File: src/rtl/alu_issue_stage.sv
// RV32I decode/issue stage: decodes OP/OP-IMM/BRANCH into an ALU command behind a
// registered output plus one skid entry. Optional perf counters under ALU_ISSUE_PERF_EN.
module alu_issue_stage #(
  parameter int unsigned XLEN = 32
`ifdef ALU_ISSUE_PERF_EN
  , parameter int unsigned PERF_W = 32
`endif
) (
  input  logic            clk,
  input  logic            rst_n,
  input  logic            flush,
  input  logic            in_valid,
  output logic            in_ready,
  input  logic [31:0]     in_instr,
  input  logic [XLEN-1:0] in_pc,
  output logic [4:0]      rs1_addr,
  output logic [4:0]      rs2_addr,
  input  logic [XLEN-1:0] rs1_data,
  input  logic [XLEN-1:0] rs2_data,
  output logic            out_valid,
  input  logic            out_ready,
  output logic [3:0]      alu_fn,
  output logic [XLEN-1:0] operandA,
  output logic [XLEN-1:0] operandB,
  output logic            bneq,
  output logic            btype,
  output logic [4:0]      out_rd,
  output logic            out_wb_en,
  output logic [XLEN-1:0] out_pc,
  output logic            out_illegal
`ifdef ALU_ISSUE_PERF_EN
  , output logic [PERF_W-1:0] perf_issued
  , output logic [PERF_W-1:0] perf_stalled
`endif
);

  localparam logic [3:0] FN_ADD  = 4'd0;
  localparam logic [3:0] FN_SLL  = 4'd1;
  localparam logic [3:0] FN_SLT  = 4'd2;
  localparam logic [3:0] FN_SLTU = 4'd3;
  localparam logic [3:0] FN_XOR  = 4'd4;
  localparam logic [3:0] FN_SRL  = 4'd5;
  localparam logic [3:0] FN_OR   = 4'd6;
  localparam logic [3:0] FN_AND  = 4'd7;
  localparam logic [3:0] FN_SUB  = 4'd8;
  localparam logic [3:0] FN_BGE  = 4'd9;
  localparam logic [3:0] FN_BGEU = 4'd10;
  localparam logic [3:0] FN_SRA  = 4'd13;

  localparam logic [6:0] OPC_OP     = 7'b0110011;
  localparam logic [6:0] OPC_OP_IMM = 7'b0010011;
  localparam logic [6:0] OPC_BRANCH = 7'b1100011;

  typedef struct packed {
    logic [3:0]      fn;
    logic [XLEN-1:0] a;
    logic [XLEN-1:0] b;
    logic            bneq;
    logic            btype;
    logic [4:0]      rd;
    logic            wb_en;
    logic [XLEN-1:0] pc;
    logic            illegal;
  } cmd_t;

  // Register-register / register-immediate function mapping shared by OP and OP-IMM
  function automatic logic [3:0] op_fn(input logic [2:0] f3, input logic alt);
    logic [3:0] fn;
    case (f3)
      3'b000:  fn = alt ? FN_SUB : FN_ADD;
      3'b001:  fn = FN_SLL;
      3'b010:  fn = FN_SLT;
      3'b011:  fn = FN_SLTU;
      3'b100:  fn = FN_XOR;
      3'b101:  fn = alt ? FN_SRA : FN_SRL;
      3'b110:  fn = FN_OR;
      default: fn = FN_AND;
    endcase
    return fn;
  endfunction

  logic [6:0]      opcode;
  logic [2:0]      funct3;
  logic [6:0]      funct7;
  logic [4:0]      rd_field;
  logic [XLEN-1:0] rs1_val;
  logic [XLEN-1:0] rs2_val;
  logic [XLEN-1:0] imm_i;
  logic [XLEN-1:0] shamt;
  logic            legal;
  logic            writes_rd;
  cmd_t            dec;

  cmd_t out_q;
  cmd_t skid_q;
  logic out_valid_q;
  logic skid_valid_q;
  logic accept;
  logic drain;

  assign opcode   = in_instr[6:0];
  assign rd_field = in_instr[11:7];
  assign funct3   = in_instr[14:12];
  assign funct7   = in_instr[31:25];
  assign rs1_addr = in_instr[19:15];
  assign rs2_addr = in_instr[24:20];
  assign rs1_val  = (rs1_addr == 5'd0) ? '0 : rs1_data;
  assign rs2_val  = (rs2_addr == 5'd0) ? '0 : rs2_data;
  assign imm_i    = {{(XLEN-12){in_instr[31]}}, in_instr[31:20]};
  assign shamt    = XLEN'(in_instr[24:20]);

  // Decode; anything unrecognised collapses to a zeroed ADD flagged illegal
  always_comb begin
    dec       = '0;
    legal     = 1'b0;
    writes_rd = 1'b0;
    case (opcode)
      OPC_OP: begin
        legal     = (funct7 == 7'h00) ||
                    ((funct7 == 7'h20) && ((funct3 == 3'b000) || (funct3 == 3'b101)));
        writes_rd = 1'b1;
        dec.fn    = op_fn(funct3, funct7[5]);
        dec.a     = rs1_val;
        dec.b     = rs2_val;
      end
      OPC_OP_IMM: begin
        writes_rd = 1'b1;
        dec.a     = rs1_val;
        case (funct3)
          3'b001: begin
            legal  = (funct7 == 7'h00);
            dec.fn = FN_SLL;
            dec.b  = shamt;
          end
          3'b101: begin
            legal  = (funct7 == 7'h00) || (funct7 == 7'h20);
            dec.fn = funct7[5] ? FN_SRA : FN_SRL;
            dec.b  = shamt;
          end
          default: begin
            legal  = 1'b1;
            dec.fn = op_fn(funct3, 1'b0);
            dec.b  = imm_i;
          end
        endcase
      end
      OPC_BRANCH: begin
        legal     = (funct3 != 3'b010) && (funct3 != 3'b011);
        dec.btype = 1'b1;
        dec.a     = rs1_val;
        dec.b     = rs2_val;
        case (funct3)
          3'b000:  dec.fn = FN_SUB;
          3'b001: begin
            dec.fn   = FN_SUB;
            dec.bneq = 1'b1;
          end
          3'b100:  dec.fn = FN_SLT;
          3'b101:  dec.fn = FN_BGE;
          3'b110:  dec.fn = FN_SLTU;
          3'b111:  dec.fn = FN_BGEU;
          default: dec.fn = FN_ADD;
        endcase
      end
      default: legal = 1'b0;
    endcase
    if (!legal) begin
      dec         = '0;
      dec.illegal = 1'b1;
    end else if (writes_rd && (rd_field != 5'd0)) begin
      dec.wb_en = 1'b1;
      dec.rd    = rd_field;
    end
    dec.pc = in_pc;
  end

  assign in_ready = !skid_valid_q;
  assign accept   = in_valid && !skid_valid_q && !flush;
  assign drain    = out_valid_q && out_ready;

  // Output register plus skid; skid always drains ahead of new input to keep order
  always_ff @(posedge clk or negedge rst_n) begin
    if (!rst_n) begin
      out_valid_q  <= 1'b0;
      skid_valid_q <= 1'b0;
      out_q        <= '0;
      skid_q       <= '0;
    end else if (flush) begin
      out_valid_q  <= 1'b0;
      skid_valid_q <= 1'b0;
    end else if (!out_valid_q || drain) begin
      if (skid_valid_q) begin
        out_q        <= skid_q;
        out_valid_q  <= 1'b1;
        skid_valid_q <= 1'b0;
      end else if (accept) begin
        out_q       <= dec;
        out_valid_q <= 1'b1;
      end else begin
        out_valid_q <= 1'b0;
      end
    end else if (accept) begin
      skid_q       <= dec;
      skid_valid_q <= 1'b1;
    end
  end

  assign out_valid   = out_valid_q;
  assign alu_fn      = out_q.fn;
  assign operandA    = out_q.a;
  assign operandB    = out_q.b;
  assign bneq        = out_q.bneq;
  assign btype       = out_q.btype;
  assign out_rd      = out_q.rd;
  assign out_wb_en   = out_q.wb_en;
  assign out_pc      = out_q.pc;
  assign out_illegal = out_q.illegal;

`ifdef ALU_ISSUE_PERF_EN
  // Free-running wrap-around counters; flush leaves them alone
  always_ff @(posedge clk or negedge rst_n) begin
    if (!rst_n) begin
      perf_issued  <= '0;
      perf_stalled <= '0;
    end else begin
      if (drain) perf_issued <= perf_issued + PERF_W'(1);
      if (out_valid_q && !out_ready) perf_stalled <= perf_stalled + PERF_W'(1);
    end
  end
`endif

endmodule

File: config.mk
export PLATFORM = sky130hd
export DESIGN_NAME = alu_issue_stage
export DESIGN_NICKNAME = d
export VERILOG_FILES = /design/src/rtl/alu_issue_stage.sv
export SDC_FILE = /design/constraint.sdc
export NUM_CORES = 1
export LEC_CHECK = 0
export CORE_MARGIN = 3
export CORE_UTILIZATION = 53
export DETAILED_ROUTE_END_ITERATION = 8
export HOLD_SLACK_MARGIN = 0.1
export PLACE_DENSITY = 0.86
export SYNTH_ARGS = -nofsm -noshare
export SYNTH_HDL_FRONTEND = slang
export SYNTH_SLANG_ARGS = --single-unit
export TNS_END_PERCENT = 10
File: constraint.sdc
create_clock -name clk -period 2.7 [get_ports clk]
set_input_delay 0.54 -clock clk [delete_from_list [all_inputs] [get_ports clk]]
set_output_delay 0.54 -clock clk [all_outputs]
set_load 0.02 [all_outputs]
==> qor.yml <==
leakage_nw: 5.87
grt_usage_pct: 27.7
peakVddDrop_mv: 0.536
final_antenna_net_count: 0
place.gp.congestion: 0.818
nFillCells: 1215
synth_area_mm2: 0.00966
r2r_slack_ns: 0.66
hold_violations: 0
ys_ff_latch: 220
path_delay_family: "buffers and inverters"
drt-pass1-iter-count: 5
crit_fanout: 29
ff_latch_area_mm2: 0.00551
synth_cell_types: 40
fin_util_pct: 75.5
required_ns: 3.09
critical_path_class: "in2reg"
rows: 48
fmax_mhz: 409
die_area_mm2: 0.0199
layout.cells.non_filler: 1478
maxSlewHeadroom_pct: 38.8
grt_max_degree: 122
fin_area_mm2: 0.0133
dpl_cell_area_mm2: 0.0125
cp-start-kind: "input pin"
report.final.slew_viol_count: 0
postCtsSetupBuffers: 0
rsz0062_at_grt: "no"
layout.nets: 1373
clkSinkCount: 220
viasPerCell: 5.83
post-route-period-util_pct: 90.6
clk_path_buf_depth: 3
htreeDepth: 1
drc: 0
path_cells: "clkdlybuf4s50_1, nor4_1, buf_4, nand3_1, o32ai_2, buf_4, nor2_4, buf_12, o31ai_1"
place_hpwl_um: 18400
wirelength_um: 27800
end_kind: "flip-flop"
pwr_density_cell_mw_per_mm2: 640
gr-total-overflow: 0
numCtsBuffers: 23
setup_tns_ns: 0
worstSkewPairLatency_ns: 0.50
ys_warn_count: 0
hold_class: "reg2reg"
cts_tree: "yes"
ys_seq_area_share_pct: 57.0
setup_viol: 0
synthesis.instances: 1019
root_buffer: "clkbuf_16"
synth_fp_nets: 1152
grt_pass1_vias: 8759
die_y_um: 141
start_util_pct: 54.9
area_delta_synth_final_pct: 37.5
worstMarginPinSlew_ns: 0.917
cp_slowest_stage_delay_ns: 0.50
final_common_cell: "clkdlybuf4s50_1"
grt_antenna_before_repair: 1
crit_buf_inv: 4
core_mm2: 0.0176
vias: 8624
wire_per_inst_um: 18.8
fp.dieW_um: 141
dp_cells: 1439
maxCapViolCount: 0
grt_pass1_wl_um: 45200
avgSynthCellArea_um2: 9.48
ios: 254
crit_slowest_cell: "nor4_1"
clk_pin_slew_ns: 0.06
arrival_ns: 2.84
cp_common_cell: "buf_4"
portBuffers: 253
drtIter0Drc: 612
final_cell_mix: "clkdlybuf4s50_1, dfrtp_1, nand2_1, a21oi_1, nor2_1"
period_needed_ns: 2.45
drive_above_1_share_pct: 6.86
skew_ns: 0.0133
n_antenna_cell: 0
status: "finished, final reports clean"
multiInputGateArea_mm2: 0.00375
-- worst register-to-register path: cells and delay by family, from the launching register on --
kind	cells	cell delay, ns
AOI/OAI and AO/OA	1	0.07
buffers and inverters	1	0.24
DFF	1	0.59
and+or+nand+nor	3	1.00
-- cells by family after synthesis --
| group | count (synthesis) | synth area share (%) |
|---|---|---|
| XOR/XNOR | 2 | 0.181 |
| AND/OR/NAND/NOR | 362 | 15.9 |
| multiplexers | 32 | 3.32 |
| buffers and inverters | 98 | 4.71 |
| AO/OA/AOI/OAI | 305 | 18.9 |
| flip-flops | 220 | 57.0 |
-- final cells by class --
| type | count | share of cell area (%) |
|---|---|---|
| Clock inverter | 9 | 0.763 |
| Sequential cell | 220 | 41.5 |
| Clock buffer | 29 | 4.80 |
| Inverter | 2 | 0.0565 |
| Timing Repair Buffer | 292 | 22.6 |
| Multi-Input combinational cell | 701 | 28.2 |
| Tap cell | 225 | 2.12 |
-- final timing paths --
check                                              end  depth (start not counted)                     start
worst max-delay path            skid_q[38]$_DFFE_PN0P_                          9              in_instr[25]
worst max register to register  skid_q[58]$_DFFE_PN0P_                          5  skid_valid_q$_DFFE_PN0P_
worst min-delay path            skid_q[75]$_DFFE_PN0P_                          2    skid_q[75]$_DFFE_PN0P_
max in group asynchronous       skid_q[73]$_DFFE_PN0P_                          3                     rst_n
worst min register to register  skid_q[75]$_DFFE_PN0P_                          2    skid_q[75]$_DFFE_PN0P_
min in group asynchronous       out_pc[28]$_DFFE_PN0P_                          2                     rst_n
-- through the flow --
step                      power, W  hold WS [ns]  setup WS [ns]
after floorplan            0.00462         0.244          0.725
after global placement     0.00538         0.451         -0.197
after global routing       0.00887         0.491         0.0433
after CTS                  0.00856         0.473          0.194
final                      0.00851         0.469          0.254
after detailed placement   0.00545         0.459         -0.296
-- where the power goes --
group	switching (W)	internal, W
Combinational	0.000769	0.000720
Clock	0.00125	0.00185
Sequential	0.000227	0.00369
Total	0.00225	0.00626
-- state kept, by name, summed over array words and instances, names as in the netlist --
signal / cells
bneq: 1
out_valid: 1
skid_valid_q: 1
out_wb_en: 1
out_pc: 32
out_rd: 5
operandB: 32
operandA: 32
skid_q: 109
btype: 1
out_illegal: 1
alu_fn: 4
-- Yosys cell counts --
master	number	share of area, %
a21o_1	1	0.078
o41ai_1	2	0.18
and3_1	42	2.7
dfrtp_1	220	57
nand4_1	1	0.065
or3_1	1	0.065
o21ai_0	74	3.8
inv_1	2	0.078
o32ai_2	1	0.17
and4bb_2	1	0.13
buf_4	10	0.78
a31oi_1	1	0.065
or4_1	2	0.16
buf_6	4	0.47
clkbuf_1	60	2.3
nor2b_1	3	0.19
buf_2	16	0.83
a22oi_1	13	1.0
nor2_2	1	0.065
and2_1	2	0.13
nor3b_1	1	0.078
nand2_1	218	8.5
a21oi_1	99	5.1
nor3_2	1	0.10
o2bb2ai_1	1	0.091
o22ai_1	36	2.3
nand2b_1	4	0.26
a211oi_1	32	2.5
a221o_1	1	0.10
xor2_1	2	0.18
nand3_1	2	0.10
o21ai_2	1	0.091
o21a_1	1	0.078
nor4_1	2	0.13
nor3_1	3	0.16
mux2i_1	32	3.3
o31ai_1	42	3.3
nor4b_1	1	0.091
buf_1	6	0.23
nor2_1	77	3.0
-- metal layers --
| layer | vias up | wire (um) | GRT usage, % |
|---|---|---|---|
| li1 | 4001 | - | - |
| met1 | 4161 | 11200 | 36.7 |
| met2 | 394 | 13500 | 46.0 |
| met3 | 66 | 2040 | 4.92 |
| met4 | 2 | 979 | 10.4 |
| met5 | - | 13 | 0 |
-- what timing repair did --
item | 4_1_cts | 5_1_grt
resized for setup | 0 | 0
hold endpoints to repair | 46 | 0
hold buffers | 1 | 0
endpoints found under the setup margin | 0 | 0
(Power assumes the default switching activity.)
